[src/rtl/serial_logic_unit.sv]
// Bit-serial N-bit logic unit: streams operand bit pairs LSB first through a
// single 1-bit logic cell and reassembles the result word.

// 1-bit logic cell: 00 AND, 01 OR, 10 XOR, 11 NOT a.
module cl (
    input  logic       a,
    input  logic       b,
    input  logic [1:0] S,
    output logic       f
);

    // Select the logic function for one bit pair.
    always_comb begin
        f = 1'b0;
        case (S)
            2'b00:   f = a & b;
            2'b01:   f = a | b;
            2'b10:   f = a ^ b;
            default: f = ~a;
        endcase
    end

endmodule

module serial_logic_unit #(
    parameter int N = 8
) (
    input  logic         clk,
    input  logic         reset,
    input  logic         start,
    input  logic [N-1:0] a,
    input  logic [N-1:0] b,
    input  logic [1:0]   S,
    output logic [N-1:0] result,
    output logic         busy,
    output logic         done
);

    localparam int CW = (N > 1) ? $clog2(N + 1) : 1;

    typedef enum logic [1:0] {
        IDLE = 2'd0,
        RUN  = 2'd1,
        DONE = 2'd2
    } state_t;

    state_t         state;
    state_t         state_nxt;
    logic [N-1:0]   a_sh;
    logic [N-1:0]   b_sh;
    logic [1:0]     s_lat;
    logic [N-1:0]   r_sh;
    logic [N-1:0]   r_next;
    logic [CW-1:0]  cnt;
    logic           last;
    logic           bit_out;

    cl u_cl (
        .a (a_sh[0]),
        .b (b_sh[0]),
        .S (s_lat),
        .f (bit_out)
    );

    // Shift the new bit in at the MSB; after N shifts the first bit sits at bit 0.
    // Written as a shift of the concatenation so N = 1 needs no special slice.
    assign r_next = N'({bit_out, r_sh} >> 1);
    assign last   = (cnt == CW'(N - 1));

    // State register.
    always_ff @(posedge clk or posedge reset) begin
        if (reset) state <= IDLE;
        else       state <= state_nxt;
    end

    // Next-state and status decode.
    always_comb begin
        state_nxt = state;
        busy      = 1'b0;
        done      = 1'b0;
        case (state)
            IDLE: if (start) state_nxt = RUN;
            RUN: begin
                busy = 1'b1;
                if (last) state_nxt = DONE;
            end
            DONE: begin
                done      = 1'b1;
                state_nxt = IDLE;
            end
            default: state_nxt = IDLE;
        endcase
    end

    // Operand latch, serial shift, bit count and result capture.
    always_ff @(posedge clk or posedge reset) begin
        if (reset) begin
            a_sh   <= '0;
            b_sh   <= '0;
            s_lat  <= '0;
            r_sh   <= '0;
            cnt    <= '0;
            result <= '0;
        end else begin
            case (state)
                IDLE: begin
                    if (start) begin
                        a_sh  <= a;
                        b_sh  <= b;
                        s_lat <= S;
                        cnt   <= '0;
                    end
                end
                RUN: begin
                    r_sh <= r_next;
                    a_sh <= a_sh >> 1;
                    b_sh <= b_sh >> 1;
                    cnt  <= cnt + CW'(1);
                    if (last) result <= r_next;
                end
                default: ;
            endcase
        end
    end

endmodule

[config.mk]
export PLATFORM = sky130hd
export DESIGN_NAME = serial_logic_unit
export DESIGN_NICKNAME = d
export VERILOG_FILES = /design/src/rtl/serial_logic_unit.sv
export SDC_FILE = /design/constraint.sdc
export NUM_CORES = 1
export LEC_CHECK = 0
export ABC_AREA = 0
export CAP_MARGIN = 25
export CORE_MARGIN = 2
export CORE_UTILIZATION = 46
export CTS_BUF_LIST = sky130_fd_sc_hd__clkbuf_2 sky130_fd_sc_hd__clkbuf_4 sky130_fd_sc_hd__clkbuf_8
export CTS_CLUSTER_DIAMETER = 80
export DETAILED_ROUTE_END_ITERATION = 10
export PLACE_DENSITY = 0.72
export SLEW_MARGIN = 20
export SYNTH_ARGS = -nofsm -noshare
export SYNTH_HDL_FRONTEND = slang
export SYNTH_SLANG_ARGS = --single-unit
[constraint.sdc]
create_clock -name clk -period 1.4 [get_ports clk]
set_input_delay 0.14 -clock clk [delete_from_list [all_inputs] [get_ports clk]]
set_output_delay 0.14 -clock clk [all_outputs]
set_load 0.01 [all_outputs]
==> impl_metrics.prom <==
# TYPE chip_impl_metric gauge
chip_impl_info{name="failing_checks",value="setup timing"} 1
chip_impl_metric{name="post_synth_xor_area_fraction",unit="%"} 0
chip_impl_metric{name="post-route-drc-count",unit=""} 0
chip_impl_metric{name="die_wd",unit="um"} 65.8
chip_impl_metric{name="synth.yosys.warnings",unit=""} 0
chip_impl_info{name="critPathSlowestCell",value="sky130_fd_sc_hd__dfrtp_1"} 1
chip_impl_info{name="worstSetupEndpointType",value="flip-flop"} 1
chip_impl_metric{name="vias_per_cell",unit=""} 5.16
chip_impl_metric{name="clock_sinks",unit=""} 39
chip_impl_metric{name="n_antenna_cell",unit=""} 0
chip_impl_metric{name="syn-mean-instance-area",unit="um2"} 11.6
chip_impl_metric{name="grt_pass1_vias",unit=""} 1400
chip_impl_metric{name="setup_viol",unit=""} 8
chip_impl_metric{name="fillers",unit=""} 269
chip_impl_metric{name="grt_antenna_before_repair",unit=""} 0
chip_impl_metric{name="wirelength",unit="um"} 3790
chip_impl_info{name="netlist.top_cell.by_area",value="sky130_fd_sc_hd__dfrtp_1"} 1
chip_impl_metric{name="die_area",unit="mm2"} 0.00433
chip_impl_metric{name="portBuffers",unit=""} 30
chip_impl_metric{name="post_synth_inst_count",unit=""} 151
chip_impl_metric{name="clk_path_buf_depth",unit=""} 2
chip_impl_metric{name="yosys.area_share.adder",unit="%"} 2.14
chip_impl_metric{name="dpl_cell_area",unit="mm2"} 0.00228
chip_impl_metric{name="drtIter0Drc",unit=""} 32
chip_impl_metric{name="place.gp.congestion",unit=""} 0.853
chip_impl_info{name="ys_top_cells_by_area",value="sky130_fd_sc_hd__dfrtp_1 56%, sky130_fd_sc_hd__mux2_2 12%, sky130_fd_sc_hd__o21ai_0 4.3%"} 1
chip_impl_metric{name="synth_seq_cells",unit=""} 39
chip_impl_metric{name="worstRegToRegCells",unit=""} 5
chip_impl_metric{name="max-cap-violations",unit=""} 0
chip_impl_metric{name="rrSetupSlack",unit="ns"} -0.06
chip_impl_metric{name="nets",unit=""} 234
chip_impl_metric{name="max-vdd-ir-drop",unit="uV"} 1400
chip_impl_metric{name="wp_data_required",unit="ns"} 1.57
chip_impl_info{name="cts_tree",value="yes"} 1
chip_impl_metric{name="worst_pin_slew",unit="ns"} 0.251
chip_impl_info{name="worst_r2r_startpoint",value="cnt[1]$_DFFE_PP0P_"} 1
chip_impl_metric{name="worst_ep_arrival_time",unit="ns"} 1.63
chip_impl_metric{name="placeableCoreArea",unit="mm2"} 0.00366
chip_impl_metric{name="final_min_period",unit="ns"} 1.46
chip_impl_info{name="critPathLaunchType",value="flip-flop"} 1
chip_impl_metric{name="mappedNetlistArea",unit="mm2"} 0.00176
chip_impl_metric{name="initial_core_util",unit="%"} 47.9
chip_impl_info{name="outcome",value="finished with violations"} 1
chip_impl_info{name="ctsRootBufferMaster",value="sky130_fd_sc_hd__clkbuf_8"} 1
chip_impl_metric{name="post_synth_top_area_share",unit="%"} 55.6
chip_impl_metric{name="post_synth_mux_area_share",unit="%"} 12.8
chip_impl_metric{name="worst_case_clock_skew",unit="ns"} 0.00898
chip_impl_metric{name="cts-buffers-inserted",unit=""} 5
chip_impl_metric{name="numPlacedInstances",unit=""} 244
chip_impl_metric{name="clk-insertion-delay-late",unit="ns"} 0.29
chip_impl_metric{name="floorplan.rows",unit=""} 22
chip_impl_info{name="category_of_the_most_critical_setup_path",value="reg -> reg"} 1
chip_impl_metric{name="synth_simple_gate_area_share",unit="%"} 12.2
chip_impl_metric{name="detail_route.first_pass.iterations",unit=""} 4
chip_impl_metric{name="clock.fmax",unit="GHz"} 0.687
chip_impl_metric{name="gr-total-overflow",unit=""} 0
chip_impl_metric{name="timing.final.crit_share",unit="%"} 104
chip_impl_metric{name="grt_first_pass_wirelength",unit="um"} 6250
chip_impl_metric{name="final_max_slew_viol_count",unit=""} 0
chip_impl_metric{name="static-leakage-power",unit="nW"} 1.14
chip_impl_metric{name="synth_compound_area_share",unit="%"} 14.0
chip_impl_metric{name="layout-area-overhead-vs-synth",unit="%"} 41.3
chip_impl_metric{name="slew_headroom",unit="%"} 83.1
chip_impl_info{name="synth_top_family_by_area",value="compound AO/OA/AOI/OAI gates"} 1
chip_impl_metric{name="dp_hpwl",unit="um"} 2670
chip_impl_metric{name="boundaryPins",unit=""} 31
chip_impl_metric{name="chipHeight",unit="um"} 65.8
chip_impl_metric{name="path_clk_slew",unit="ns"} 0.07
chip_impl_metric{name="syn_nets",unit=""} 175
chip_impl_info{name="crit-reg2reg-capture",value="result[6]$_DFFE_PP0P_"} 1
chip_impl_metric{name="final-hold-violation-count",unit=""} 0
chip_impl_info{name="cp_cell_sequence",value="ha_2 > nand4b_1 > nor2_4 > buf_6 > mux2_4"} 1
chip_impl_metric{name="setup_ws",unit="ns"} -0.0557
chip_impl_metric{name="grt_max_degree",unit=""} 40
chip_impl_metric{name="final_layout_size_suffix_gt1_share",unit="%"} 32.4
chip_impl_metric{name="worst_hold_slack",unit="ns"} 0.203
chip_impl_metric{name="htree_levels",unit=""} 2
chip_impl_info{name="hold_path.class",value="in -> async"} 1
chip_impl_info{name="layout.cells.most_common_list",value="38 x sky130_fd_sc_hd__dfrtp_1, 28 x sky130_fd_sc_hd__clkdlybuf4s50_1, 23 x sky130_fd_sc_hd__buf_4, 15 x sky130_fd_sc_hd__nand2_1, 15 x sky130_fd_sc_hd__o21ai_0"} 1
chip_impl_metric{name="post_drt_wl_per_cell",unit="um"} 14.7
chip_impl_metric{name="ant_nets",unit=""} 0
chip_impl_metric{name="powerDensity",unit="mW/mm2"} 2090
chip_impl_metric{name="timing.critical_path.fanout_max",unit=""} 5
chip_impl_metric{name="layout.cell_area.non_filler",unit="mm2"} 0.00248
chip_impl_metric{name="route.vias.total",unit=""} 1330
chip_impl_metric{name="yosys.cell_types.count",unit=""} 24
chip_impl_metric{name="final_core_utilization",unit="%"} 67.8
chip_impl_metric{name="hold_buffers",unit=""} 0
chip_impl_metric{name="instances_no_fill",unit=""} 258
chip_impl_info{name="grt_setup_unrepaired",value="true"} 1
chip_impl_metric{name="cpPeakStageDelay",unit="ns"} 0.36
chip_impl_info{name="mostFrequentLayoutCell",value="sky130_fd_sc_hd__dfrtp_1"} 1
chip_impl_metric{name="synth.yosys.seq_area_share",unit="%"} 55.6
chip_impl_metric{name="place_ws",unit="ns"} -0.0785
chip_impl_metric{name="grt_usage",unit="%"} 19.3
[per-stage QoR]
step | setup TNS (ns) | power [W]
global placement | -0.315 | 0.00404
CTS | -0.593 | 0.00500
finish | -0.340 | 0.00518
detailed placement | -0.730 | 0.00418
global route | -0.864 | 0.00554
floorplan | -0.0106 | 0.00319
[repair_timing]
action	CTS	global route
pin swaps	0	2
resized for setup	11	15
cloned	0	0
setup endpoints to repair	11	18
buffers inserted	1	6
[synth_stat cells]
| library cell | instances |
|---|---|
| sky130_fd_sc_hd__a21oi_1 | 11 |
| sky130_fd_sc_hd__a22o_1 | 3 |
| sky130_fd_sc_hd__a22oi_1 | 6 |
| sky130_fd_sc_hd__a2bb2oi_1 | 1 |
| sky130_fd_sc_hd__and2b_1 | 1 |
| sky130_fd_sc_hd__and3b_1 | 8 |
| sky130_fd_sc_hd__buf_2 | 5 |
| sky130_fd_sc_hd__clkbuf_1 | 2 |
| sky130_fd_sc_hd__clkbuf_2 | 1 |
| sky130_fd_sc_hd__dfrtp_1 | 39 |
| sky130_fd_sc_hd__ha_1 | 3 |
| sky130_fd_sc_hd__inv_1 | 5 |
| sky130_fd_sc_hd__mux2_2 | 18 |
| sky130_fd_sc_hd__mux4_2 | 1 |
| sky130_fd_sc_hd__nand2_1 | 15 |
| sky130_fd_sc_hd__nand3_1 | 1 |
| sky130_fd_sc_hd__nand4b_1 | 1 |
| sky130_fd_sc_hd__nor2_1 | 3 |
| sky130_fd_sc_hd__nor2_4 | 1 |
| sky130_fd_sc_hd__nor2b_1 | 7 |
| sky130_fd_sc_hd__o21ai_0 | 15 |
| sky130_fd_sc_hd__o21ai_1 | 2 |
| sky130_fd_sc_hd__o21bai_4 | 1 |
| sky130_fd_sc_hd__o31ai_1 | 1 |
[sequential cells by signal, summed over array words and instances (netlist names)]
name and cells:
result 8, b_sh 8, r_sh 7, cnt 4, s_lat 2, a_sh 8
state 2
[final cells by class]
cell class,count,area (um2),share of cell area [%]
well taps,48,60.1,2.42
clock inverters,1,5.00,0.202
multi-input cells,99,774,31.2
repair buffers,60,563,22.7
flip-flops and latches,39,977,39.4
inverters,5,18.8,0.756
clock buffers,6,82.6,3.33
[worst max-delay path: cells and delay by family, from the launching register on]
kind	cells	cell delay [ns]
flops	1	0.36
fa+ha+maj	1	0.18
buf+inv	1	0.15
simple gates	2	0.35
mux	1	0.30
[kinds of logic after synthesis]
family	Yosys count
compound gates	40
fa+ha+maj	3
buf+inv	13
flops	39
mux	19
simple gates	37
[power breakdown]
group	switching (W)	internal [W]
combinational	0.000989	0.00148
clock	0.000369	0.000386
sequential	0.000326	0.00163
total	0.00168	0.00349
[layer usage]
layer | vias up | share of wire, % | track usage, %
met2 | 26 | 52 | 34.5
met3 | 3 | 4.4 | 4.43
met1 | 652 | 42 | 22.9
met5 | - | 0 | 0
met4 | 0 | 0.90 | 6.25
li1 | 649 | - | -
[worst max path at each step]
stage	start	end	slack (ns)
6_report	cnt[1]$_DFFE_PP0P_	result[6]$_DFFE_PP0P_	-0.06
5_1_grt	cnt[1]$_DFFE_PP0P_	result[7]$_DFFE_PP0P_	-0.12
4_1_cts	cnt[1]$_DFFE_PP0P_	result[6]$_DFFE_PP0P_	-0.08
3_5_place_dp	cnt[1]$_DFFE_PP0P_	result[6]$_DFFE_PP0P_	-0.08
3_3_place_gp	start	s_lat[1]$_DFFE_PP0P_	-0.05
2_1_floorplan	a_sh[0]$_DFFE_PP0P_	result[7]$_DFFE_PP0P_	-0.01
No activity file was read; power rests on OpenSTA's default activity.
